File: src/rtl/mc_ctrl_pkg.sv
// Shared encodings for the multicycle ARM controller: FSM states, datapath
// select codes, instruction class codes and the per-state control word.
package mc_ctrl_pkg;

  typedef enum logic [3:0] {
    FETCH   = 4'd0,
    DECODE  = 4'd1,
    MEMADR  = 4'd2,
    MEMRD   = 4'd3,
    MEMWR   = 4'd4,
    MEMWB   = 4'd5,
    EXECR   = 4'd6,
    EXECI   = 4'd7,
    ALUWB   = 4'd8,
    BRANCH  = 4'd9,
    UNKNOWN = 4'd10
  } state_t;

  localparam logic [1:0] SRCB_RD2  = 2'b00;
  localparam logic [1:0] SRCB_IMM  = 2'b01;
  localparam logic [1:0] SRCB_FOUR = 2'b10;

  localparam logic [1:0] RES_ALUOUT = 2'b00;
  localparam logic [1:0] RES_DATA   = 2'b01;
  localparam logic [1:0] RES_ALURES = 2'b10;

  localparam logic [1:0] OP_DP  = 2'b00;
  localparam logic [1:0] OP_MEM = 2'b01;
  localparam logic [1:0] OP_BR  = 2'b10;
  localparam logic [1:0] OP_UND = 2'b11;

  typedef struct packed {
    logic       fetch;
    logic       adr_src;
    logic       alu_src_a;
    logic [1:0] alu_src_b;
    logic [1:0] result_src;
    logic       reg_w;
    logic       mem_w;
    logic       branch;
    logic       alu_op;
    logic       illegal;
  } ctrl_t;

  // Moore control word for a state; fetch marks where IRWrite/NextPC follow MemRdy.
  function automatic ctrl_t state_ctrl(state_t s);
    ctrl_t c;
    c = '0;
    case (s)
      FETCH: begin
        c.fetch      = 1'b1;
        c.alu_src_a  = 1'b1;
        c.alu_src_b  = SRCB_FOUR;
        c.result_src = RES_ALURES;
      end
      DECODE: begin
        c.alu_src_a  = 1'b1;
        c.alu_src_b  = SRCB_FOUR;
        c.result_src = RES_ALURES;
      end
      MEMADR: c.alu_src_b = SRCB_IMM;
      MEMRD:  c.adr_src = 1'b1;
      MEMWR: begin
        c.adr_src = 1'b1;
        c.mem_w   = 1'b1;
      end
      MEMWB: begin
        c.result_src = RES_DATA;
        c.reg_w      = 1'b1;
      end
      EXECR: begin
        c.alu_src_b = SRCB_RD2;
        c.alu_op    = 1'b1;
      end
      EXECI: begin
        c.alu_src_b = SRCB_IMM;
        c.alu_op    = 1'b1;
      end
      ALUWB:  c.reg_w = 1'b1;
      BRANCH: begin
        c.alu_src_b  = SRCB_IMM;
        c.result_src = RES_ALURES;
        c.branch     = 1'b1;
      end
      UNKNOWN: c.illegal = 1'b1;
      default: c = '0;
    endcase
    return c;
  endfunction

endpackage

File: src/rtl/mc_perf_counter.sv
// Free-running CNT_W-wide event counter with async active-high reset; wraps.
module mc_perf_counter #(
  parameter int CNT_W = 32
) (
  input  logic             clk,
  input  logic             rst,
  input  logic             inc,
  output logic [CNT_W-1:0] count
);

  always_ff @(posedge clk or posedge rst) begin
    if (rst) begin
      count <= '0;
    end else if (inc) begin
      count <= count + CNT_W'(1);
    end
  end

endmodule

File: src/rtl/mc_main_fsm.sv
// Main control FSM of the multicycle ARM datapath (fetch/decode/exec/mem/wb).
// Optional perf counters CycCnt/InstRet are built only with MC_FSM_PERF_EN.
module mc_main_fsm
  import mc_ctrl_pkg::*;
#(
  parameter int CNT_W = 32
) (
  input  logic             clk,
  input  logic             reset,
  input  logic [1:0]       Op,
  input  logic [5:0]       Funct,
  input  logic             MemRdy,
  output logic             IRWrite,
  output logic             AdrSrc,
  output logic             ALUSrcA,
  output logic [1:0]       ALUSrcB,
  output logic [1:0]       ResultSrc,
  output logic             NextPC,
  output logic             RegW,
  output logic             MemW,
  output logic             Branch,
  output logic             ALUOp,
  output logic             Illegal
`ifdef MC_FSM_PERF_EN
  ,
  output logic [CNT_W-1:0] CycCnt,
  output logic [CNT_W-1:0] InstRet
`endif
);

  state_t state;
  state_t nxt;
  ctrl_t  ctrl;

  function automatic state_t next_state(state_t s, logic [1:0] op, logic [5:0] funct,
                                        logic rdy);
    state_t n;
    n = FETCH;
    case (s)
      FETCH:  n = rdy ? DECODE : FETCH;
      DECODE: begin
        case (op)
          OP_DP:   n = funct[5] ? EXECI : EXECR;
          OP_MEM:  n = MEMADR;
          OP_BR:   n = BRANCH;
          default: n = UNKNOWN;
        endcase
      end
      MEMADR:  n = funct[0] ? MEMRD : MEMWR;
      MEMRD:   n = rdy ? MEMWB : MEMRD;
      MEMWR:   n = rdy ? FETCH : MEMWR;
      EXECR:   n = ALUWB;
      EXECI:   n = ALUWB;
      MEMWB:   n = FETCH;
      ALUWB:   n = FETCH;
      BRANCH:  n = FETCH;
      UNKNOWN: n = FETCH;
      default: n = FETCH;
    endcase
    return n;
  endfunction

  always_comb begin
    nxt = next_state(state, Op, Funct, MemRdy);
  end

  // Control word is registered from the next state, so it always matches the
  // current state without a decode stage after the flops.
  always_ff @(posedge clk or posedge reset) begin
    if (reset) begin
      state <= FETCH;
      ctrl  <= state_ctrl(FETCH);
    end else begin
      state <= nxt;
      ctrl  <= state_ctrl(nxt);
    end
  end

  assign IRWrite   = ctrl.fetch & MemRdy;
  assign NextPC    = ctrl.fetch & MemRdy;
  assign AdrSrc    = ctrl.adr_src;
  assign ALUSrcA   = ctrl.alu_src_a;
  assign ALUSrcB   = ctrl.alu_src_b;
  assign ResultSrc = ctrl.result_src;
  assign RegW      = ctrl.reg_w;
  assign MemW      = ctrl.mem_w;
  assign Branch    = ctrl.branch;
  assign ALUOp     = ctrl.alu_op;
  assign Illegal   = ctrl.illegal;

  // Only Funct[5] (immediate) and Funct[0] (load) steer the sequence.
  logic unused_funct;
  assign unused_funct = ^Funct[4:1];
  localparam int unused_cnt_w = CNT_W;

`ifdef MC_FSM_PERF_EN
  logic retire;

  // An instruction retires on the edge that returns to FETCH; UNKNOWN does not count.
  always_comb begin
    case (state)
      MEMWB, ALUWB, BRANCH: retire = 1'b1;
      MEMWR:                retire = MemRdy;
      default:              retire = 1'b0;
    endcase
  end

  mc_perf_counter #(.CNT_W(CNT_W)) u_cyc_cnt (
    .clk   (clk),
    .rst   (reset),
    .inc   (1'b1),
    .count (CycCnt)
  );

  mc_perf_counter #(.CNT_W(CNT_W)) u_inst_ret (
    .clk   (clk),
    .rst   (reset),
    .inc   (retire),
    .count (InstRet)
  );
`endif

endmodule

File: config.mk
export PLATFORM = sky130hd
export DESIGN_NAME = mc_main_fsm
export DESIGN_NICKNAME = d
export VERILOG_FILES = /design/src/rtl/mc_ctrl_pkg.sv /design/src/rtl/mc_perf_counter.sv /design/src/rtl/mc_main_fsm.sv
export SDC_FILE = /design/constraint.sdc
export NUM_CORES = 1
export LEC_CHECK = 0
export ABC_CLOCK_PERIOD_IN_PS = 1600
export BUFFER_PORTS_ARGS = -buffer_cell sky130_fd_sc_hd__buf_2
export CAP_MARGIN = 10
export CORE_AREA = 10 10 53 55
export CTS_CLUSTER_DIAMETER = 30
export DETAILED_ROUTE_END_ITERATION = 7
export DIE_AREA = 0 0 63 65
export GPL_ROUTABILITY_DRIVEN = 0
export PLACE_DENSITY = 0.72
export SLEW_MARGIN = 20
export SYNTH_ARGS = -nofsm -noshare
export SYNTH_HDL_FRONTEND = slang
export SYNTH_SLANG_ARGS = --single-unit
File: constraint.sdc
create_clock -name clk -period 1.6 [get_ports clk]
set_clock_uncertainty 0.1 [all_clocks]
set_input_delay 0.08 -clock clk [delete_from_list [all_inputs] [get_ports clk]]
set_output_delay 0.08 -clock clk [all_outputs]
set_load 0.03 [all_outputs]
==> flow_metrics.py, run 1 <==
metrics = {
    "die": {
        "core-area_um2": 1860,
        "fp.dieH_um": 65,
        "io_pins": 24,
        "start_util_pct": 39.2,
        "std_cell_rows": 16,
        "die_w_um": 63,
        "die_area_um2": 4100,
    },
    "clock_tree": {
        "clk_latency_ps": 270,
        "clock_path_buffers": 2,
        "h-tree-depth": 1,
        "cts_tree": "built",
        "clock_sinks": 15,
        "root_buffer": "clkbuf_4",
        "clkTransAtPathRegs_ps": 90,
        "cts_buffers": 3,
    },
    "sta": {
        "relSlewSlack_pct": 64.1,
        "period_share_pct": 98.1,
        "hold_viol_final": 0,
        "worst_pin_slew_ps": 538,
        "tns_ps": 0,
        "fin_ws_ps": 30.1,
        "max_freq_mhz": 637,
        "setup_viol": 0,
        "whs_ps": 65.6,
        "drv_slew": 0,
        "layout_min_cycle_time_ps": 1570,
        "rsz0062_at_grt": "yes",
    },
    "logic_synthesis": {
        "seq_area_frac_synth_pct": 51.9,
        "syn-num-nets": 76,
        "yosys.area.top_type_share_pct": 41.1,
        "synth_area_um2": 731,
        "synth_top_area_cell": "dfrtp_1",
        "ys_top_cells_by_area": "dfrtp_1 41%, dfstp_2 11%, buf_4 5.1%",
        "synth_warnings": 0,
        "syn-mean-instance-area_um2": 11.2,
        "synthArstFlopShare_pct": 100,
        "synthFlopType": "dfrtp_1",
        "syn_inst": 65,
        "ys_seq_elements": 15,
        "synth-edff-count": 0,
        "ys_types": 37,
    },
    "run_status": {
        "outcome": "complete, no violations",
    },
    "setup_path": {
        "crit_required_ps": 1670,
        "r2r_cells": 5,
        "r2r_end": "AdrSrc$_DFF_PP0_",
        "cp-endpoint": "AdrSrc$_DFF_PP0_",
        "r2r-start": "state[1]$_DFF_PP0_",
        "start_kind": "register",
        "crit_fanout": 8,
        "path_class": "reg2reg",
        "r2r_setup_slack_ps": 30,
        "end_kind": "register",
        "critPathLaunch": "state[1]$_DFF_PP0_",
        "worstPathArrival_ps": 1640,
    },
    "placed_design": {
        "io_buffers": 19,
        "place.detailed.hpwl_mm": 1.13,
        "post-place-ws_ps": -13.0,
    },
    "pwr": {
        "p_per_area_nw_per_um2": 1910,
        "ir_drop_uv": 861,
        "p_total_mw": 1.82,
        "leakage_nw": 0.488,
    },
    "grt": {
        "grt_pass1_vias": 586,
        "grt_pass1_wl_mm": 2.48,
        "antenna_found_initial": 0,
        "grt_usage_pct": 7.24,
        "grt_overflow": 0,
        "grt_max_degree": 16,
    },
    "routing": {
        "wire_per_inst_um": 13.0,
        "drtIter0Drc": 4,
        "drt_wl_total_mm": 1.54,
        "drc": 0,
        "drtAntennaViolNets": 0,
        "vias_per_cell": 4.47,
        "num_vias": 528,
        "first_pass_iters": 4,
    },
    "job": {
        "drv_cap": 0,
    },
    "final_layout": {
        "area_growth_pct": 30.1,
        "diodes": 0,
        "layout_commonest_cell": "buf_2",
        "final_layout_size_suffix_gt1_share_pct": 57.1,
        "final_nets": 103,
        "final_cell_mix": "19 x buf_2, 10 x dfrtp_1, 7 x buf_4",
    },
    "min_path": {
        "worstHoldPathType": "in2reg",
    },
}
-- cell type report --
cell class,count,area [µm²]
clock buffer,4,26.3
fill,174,911
inverter,6,25.0
multi-input combinational,38,317
sequential,15,382
tap,27,33.8
timing repair buffer,28,168
-- power breakdown --
part	internal, mW	leakage, nW	total [mW]	switching [mW]
sequential	0.531	0.191	0.642	0.111
clock	0.0965	0.0150	0.209	0.113
combinational	0.401	0.282	0.968	0.567
-- layer usage --
layer	wire (µm)	part of all wire, %	track usage, %
met3	120	7.8	2.58
met5	0	0	0
met4	16	1.0	3.35
met1	689	45	7.23
met2	711	46	13.2
-- cell usage after synthesis, types with 2 or more instances --
library cell,instances
inv_1,3
nand2_1,2
nand3_1,4
dfstp_2,3
nor2_1,4
buf_4,5
inv_2,2
nand2b_1,2
dfrtp_1,12
-- critical path, stage by stage (launching register included) --
cell	delay, ps
dfrtp_2	470
nor3b_4	180
a32oi_2	270
buf_4	150
nand2_1	80
a31o_1	220
-- flip-flops by register name (all words and copies together) (netlist names) --
name / flops
ALUOp: 1
ALUSrcA: 1
ALUSrcB: 1
AdrSrc: 1
Branch: 1
Illegal: 1
MemW: 1
RegW: 1
ResultSrc: 2
ctrl: 1
state: 4
-- through the flow --
step                      instance area (µm²)  instances  utilization (%)
after floorplan                           731         65                -
after global placement                    856        111             46.0
after detailed placement                  856        111             46.0
after CTS                                 917        117             49.3
after global routing                      951        118             51.1
final                                     951        118             51.1
-- worst min-delay path by stage --
| stage | start | to | slack [ps] | cells after the start |
|---|---|---|---|---|
| 2_1_floorplan | reset | ALUOp$_DFF_PP0_ | -120 | 1 |
| 3_5_place_dp | reset | Branch$_DFF_PP0_ | 40 | 2 |
| 4_1_cts | Op[0] | ALUOp$_DFF_PP0_ | 50 | 4 |
| 6_report | Op[0] | ALUOp$_DFF_PP0_ | 70 | 4 |
| 5_1_grt | Op[0] | ALUOp$_DFF_PP0_ | 90 | 4 |
| 3_3_place_gp | reset | Branch$_DFF_PP0_ | 40 | 2 |
-- timing repair --
item                                   in CTS  in global routing
resized for setup                           4                  5
buffers inserted                            0                  1
pin swaps                                   0                  1
hold buffers                                2                  0
endpoints found under the hold margin      13                  0
setup endpoints to repair                   4                  7
-- kinds of logic after synthesis --
family          synth area share (%)
compound gates                  13.2
flops                           51.9
simple gates                    25.0
buf+inv                         9.93
(Power assumes the default switching activity.)
==> run 2, diff against run 1 <==
- ABC_CLOCK_PERIOD_IN_PS: 1600 -> 1680
- CORE_AREA: 10 10 53 55 -> 10 10 51 53
- DIE_AREA: 0 0 63 65 -> 0 0 61 63
- PLACE_DENSITY: 0.72 -> 0.75
- clock period: 1.6 -> 1.68 ns (I/O delays scaled with it)
==> run 2 against run 1 <==
Net effect: utilization rose by 1.5 points; worst setup slack improved by 90 ps; combinational power down 17%; largest power group unchanged.
==> flow_metrics.py, run 2 (same netlist as run 1, synthesis figures left out) <==
metrics = {
    "setup_path": {
        "worstPathArrival_ps": 1630,
        "r2r-start": "state[1]$_DFF_PP0_",
        "critPathLaunch": "state[1]$_DFF_PP0_",
        "r2r_setup_slack_ps": 120,
        "path_class": "reg2reg",
        "crit_fanout": 10,
        "start_kind": "register",
        "crit_required_ps": 1750,
        "end_kind": "register",
        "r2r_end": "ALUSrcB[0]$_DFF_PP0_",
        "r2r_cells": 5,
    },
    "die": {
        "core-area_um2": 1650,
        "std_cell_rows": 15,
        "io_pins": 24,
        "die_w_um": 61,
        "die_area_um2": 3840,
        "fp.dieH_um": 63,
        "start_util_pct": 44.2,
    },
    "grt": {
        "grt_usage_pct": 7.46,
        "grt_pass1_wl_mm": 2.30,
        "grt_pass1_vias": 537,
        "antenna_found_initial": 0,
        "grt_overflow": 0,
        "grt_max_degree": 16,
    },
    "routing": {
        "num_vias": 516,
        "drtAntennaViolNets": 0,
        "drt_wl_total_mm": 1.47,
        "wire_per_inst_um": 14.6,
        "drc": 0,
        "first_pass_iters": 4,
        "vias_per_cell": 5.11,
        "drtIter0Drc": 7,
    },
    "min_path": {
        "min_from": "Op[0]",
        "worstHoldPathType": "in2reg",
        "hold_end": "ALUOp$_DFF_PP0_",
        "whs_path_depth": 4,
    },
    "final_layout": {
        "multi_input_area_um2": 300,
        "final_layout_size_suffix_gt1_share_pct": 52.4,
        "layout_commonest_cell": "buf_2",
        "area_growth_pct": 18.8,
        "final_nets": 96,
        "seqCellArea_um2": 382,
        "diodes": 0,
        "regMostFlops": "state",
        "nFillCells": 163,
        "final_cell_mix": "19 x buf_2, 10 x dfrtp_1, 4 x nor2_1",
        "largest_register_ffs": 4,
    },
    "job": {
        "drv_cap": 0,
    },
    "sta": {
        "hold_viol_final": 0,
        "rsz0062_at_grt": "no",
        "max_freq_mhz": 641,
        "setup_viol": 0,
        "worst_pin_slew_ps": 549,
        "tns_ps": 0,
        "fin_ws_ps": 120,
        "layout_min_cycle_time_ps": 1560,
        "period_share_pct": 92.8,
        "drv_slew": 0,
        "relSlewSlack_pct": 63.4,
    },
    "clock_tree": {
        "h-tree-depth": 1,
        "cts_buffers": 3,
        "clock_sinks": 15,
        "root_buffer": "clkbuf_4",
        "cts_tree": "built",
        "clk_latency_ps": 280,
        "clkTransAtPathRegs_ps": 80,
        "clock_path_buffers": 2,
    },
    "pwr": {
        "p_per_area_nw_per_um2": 1860,
        "leakage_nw": 0.452,
        "ir_drop_uv": 821,
    },
    "placed_design": {
        "place.detailed.hpwl_mm": 1.06,
        "post-place-ws_ps": 77.4,
        "io_buffers": 19,
    },
    "run_status": {
        "outcome": "complete, no violations",
    },
}
## run 2: cell types whose count changed in the layout (fill, tap and decap cells not counted), sizes merged
cell	previous run	this run
inv	6	5
buf	26	19
clkinv	0	1
## run 2: through the flow
step	hold WS (ps)	power [mW]	util [%]	area [µm²]	std cells
CTS	38.2	1.57	51.1	845	101
finish	51.4	1.61	52.6	868	101
detailed placement	54.2	1.36	48.3	798	95
global route	95.6	1.71	52.6	868	101
floorplan	-117	1.25	-	731	65
global placement	35.8	1.34	48.3	798	95
## run 2: worst max-delay path by stage
| stage | to | slack, ps | cells past startpoint |
|---|---|---|---|
| global route | ALUSrcB[0]$_DFF_PP0_ | 60 | 5 |
| global placement | ALUSrcB[0]$_DFF_PP0_ | 70 | 4 |
| finish | ALUSrcB[0]$_DFF_PP0_ | 120 | 5 |
| CTS | ALUSrcB[0]$_DFF_PP0_ | 50 | 4 |
| detailed placement | ALUSrcB[0]$_DFF_PP0_ | 80 | 4 |
| floorplan | AdrSrc$_DFF_PP0_ | 200 | 5 |
## run 2: layout make-up
type | count | area share [%]
flip-flops and latches | 15 | 43.9
multi-input cells | 38 | 34.6
repair buffers | 21 | 13.3
clock buffers | 4 | 3.03
inverters | 6 | 2.74
well taps | 17 | 2.45
## run 2: worst max-delay path, cell delays in order (launching register included)
cell and delay, ps:
dfrtp_2 470, or3b_1 390, o211ai_2 200, nand2_2 100, clkinv_2 100, o32ai_2 90
## run 2: timing repair
item                       CTS  global route
hold endpoints to repair    13             0
hold buffers                 2             0
gates resized for setup      0             5
setup endpoints to repair    0             4
setup buffers                0             0
## run 2: metal layers
layer | global-route usage, % | vias to the layer above | wire (µm)
met5 | 0 | - | 0
met4 | 4.95 | 0 | 33
met3 | 2.44 | 5 | 129
met2 | 9.82 | 18 | 707
met1 | 9.81 | 240 | 599
li1 | - | 253 | -
## run 2: where the power goes
| group | internal [mW] | total, mW | switching (mW) |
|---|---|---|---|
| clock network | 0.0922 | 0.203 | 0.111 |
| registers | 0.507 | 0.603 | 0.0967 |
| logic | 0.287 | 0.806 | 0.518 |
==> run 3, diff against run 2 <==
--- a/config.mk
+++ b/config.mk
@@ -7,3 +7,3 @@
 export LEC_CHECK = 0
-export ABC_CLOCK_PERIOD_IN_PS = 1680
+export ABC_CLOCK_PERIOD_IN_PS = 1500
 export BUFFER_PORTS_ARGS = -buffer_cell sky130_fd_sc_hd__buf_2
@@ -15,3 +15,3 @@
 export GPL_ROUTABILITY_DRIVEN = 0
-export PLACE_DENSITY = 0.75
+export PLACE_DENSITY = 0.73
 export SLEW_MARGIN = 20
==> constraint.sdc (replaced) <==
create_clock -name clk -period 1.5 [get_ports clk]
set_clock_uncertainty 0.1 [all_clocks]
set_input_delay 0.075 -clock clk [delete_from_list [all_inputs] [get_ports clk]]
set_output_delay 0.075 -clock clk [all_outputs]
set_load 0.02 [all_outputs]
==> run 3 against run 2 <==
Net effect: the run now ends with setup timing left; final area grew 6.6%; maximum frequency grew 0.72%; register-to-register slack lost 170 ps; non-clock buffer count grew 5; largest power group unchanged; routed wire length shrank 3.3%; largest cell class unchanged; sequential cell count is the same; global-route usage grew 0.86 points.
==> flow_metrics.py, run 3 (same netlist as run 1, synthesis figures left out) <==
metrics = {
    "min_path": {
        "worstHoldPathType": "in2reg",
        "min_from": "Op[0]",
        "whs_path_depth": 4,
        "hold_end": "ALUOp$_DFF_PP0_",
    },
    "sta": {
        "relSlewSlack_pct": 65.4,
        "worst_pin_slew_ps": 519,
        "tns_ps": -120,
        "fin_ws_ps": -48.6,
        "setup_viol": 4,
        "rsz0062_at_grt": "yes",
        "layout_min_cycle_time_ps": 1550,
        "period_share_pct": 103,
        "hold_viol_final": 0,
        "drv_slew": 0,
        "max_freq_mhz": 646,
    },
    "setup_path": {
        "worstPathArrival_ps": 1620,
        "crit_chain": "or3b_4 -> o211ai_2 -> nand2_2 -> a31o_1",
        "crit_fanout": 7,
        "critPathLaunch": "state[1]$_DFF_PP0_",
        "path_class": "reg2reg",
        "crit_required_ps": 1570,
        "r2r_end": "AdrSrc$_DFF_PP0_",
        "cpPeakStageDelay_ps": 460,
        "end_kind": "register",
        "start_kind": "register",
        "slowest_stage": "dfrtp_2",
        "r2r_setup_slack_ps": -50,
        "r2r_cells": 4,
        "r2r-start": "state[1]$_DFF_PP0_",
    },
    "pwr": {
        "p_total_mw": 1.80,
        "ir_drop_uv": 941,
        "leakage_nw": 0.482,
        "p_per_area_nw_per_um2": 1950,
    },
    "clock_tree": {
        "clkTransAtPathRegs_ps": 80,
        "clk_latency_ps": 280,
        "clock_path_buffers": 2,
        "cts_tree": "built",
        "clock_sinks": 15,
        "root_buffer": "clkbuf_4",
        "h-tree-depth": 1,
        "cts_buffers": 3,
    },
    "routing": {
        "vias_per_cell": 5.18,
        "wire_per_inst_um": 13.4,
        "drtAntennaViolNets": 0,
        "drt_wl_total_mm": 1.42,
        "first_pass_iters": 3,
        "drc": 0,
        "num_vias": 549,
        "drtIter0Drc": 5,
    },
    "die": {
        "fp.dieH_um": 63,
        "std_cell_rows": 15,
        "start_util_pct": 44.2,
        "die_area_um2": 3840,
        "die_w_um": 61,
        "io_pins": 24,
        "core-area_um2": 1650,
    },
    "final_layout": {
        "nFillCells": 145,
        "stdcell_count": 106,
        "final_util_pct": 56.1,
        "area_growth_pct": 26.7,
        "diodes": 0,
        "final_nets": 101,
        "regMostFlops": "state",
        "largest_register_ffs": 4,
        "layout_commonest_cell": "buf_2",
        "final_layout_size_suffix_gt1_share_pct": 57.3,
        "final_cell_mix": "19 x buf_2, 10 x dfrtp_1, 5 x buf_4",
    },
    "run_status": {
        "outcome": "complete, but fails checks",
        "violations": "setup timing",
    },
    "grt": {
        "grt_pass1_vias": 552,
        "grt_overflow": 0,
        "grt_max_degree": 16,
        "grtUsageMet3_pct": 2.24,
        "use_met1_pct": 9.46,
        "grt_usage_pct": 8.32,
        "grt-busiest-layer": "met2",
        "grt_pass1_wl_mm": 2.47,
        "antenna_found_initial": 0,
        "grt_util_met2_pct": 12.8,
    },
    "placed_design": {
        "place_inst": 100,
        "io_buffers": 19,
        "place.detailed.hpwl_mm": 1.09,
        "post-place-ws_ps": -74.9,
    },
    "job": {
        "drv_cap": 0,
    },
}
-- run 3: area by class of cell --
| class | count | area [µm²] | area share [%] |
|---|---|---|---|
| inverters | 6 | 25.0 | 2.70 |
| flip-flops and latches | 15 | 382 | 41.2 |
| repair buffers | 26 | 153 | 16.5 |
| clock buffers | 4 | 26.3 | 2.84 |
| well taps | 17 | 21.3 | 2.30 |
| multi-input cells | 38 | 319 | 34.5 |
-- run 3: metal layers --
layer	part of all wire (%)	up-vias
met2	49	17
met3	7.2	5
li1	-	271
met5	0	-
met4	3.1	0
met1	40	256
-- run 3: repair_timing --
| item | in CTS | in global routing |
|---|---|---|
| endpoints found under the hold margin | 13 | 0 |
| endpoints found under the setup margin | 7 | 7 |
| hold buffers | 2 | 0 |
| setup buffers | 0 | 0 |
| resized for setup | 6 | 4 |
-- run 3: worst max path at each step --
stage                                 endpoint  slack, ps  cells past startpoint
final                         AdrSrc$_DFF_PP0_        -50                      4
after global routing      ALUSrcB[0]$_DFF_PP0_       -110                      4
after CTS                 ALUSrcB[0]$_DFF_PP0_        -30                      5
after detailed placement  ALUSrcB[0]$_DFF_PP0_        -70                      4
after global placement    ALUSrcB[0]$_DFF_PP0_        -60                      5
after floorplan               AdrSrc$_DFF_PP0_         20                      5
-- run 3: worst max-delay path: cells and delay by family (launching register included) --
kind,cells,cell delay [ps]
flops,1,460
compound gates,2,380
simple gates,2,500
-- run 3: power by group --
group	switching [mW]	internal (mW)
combinational	0.519	0.396
clock	0.118	0.103
sequential	0.0993	0.567
-- run 3: through the flow --
| step | instance area (µm²) | hold slack, ps |
|---|---|---|
| finish | 926 | 48.0 |
| global route | 926 | 86.5 |
| CTS | 908 | 34.2 |
| detailed placement | 836 | 32.9 |
| global placement | 836 | 26.1 |
| floorplan | 731 | -126 |
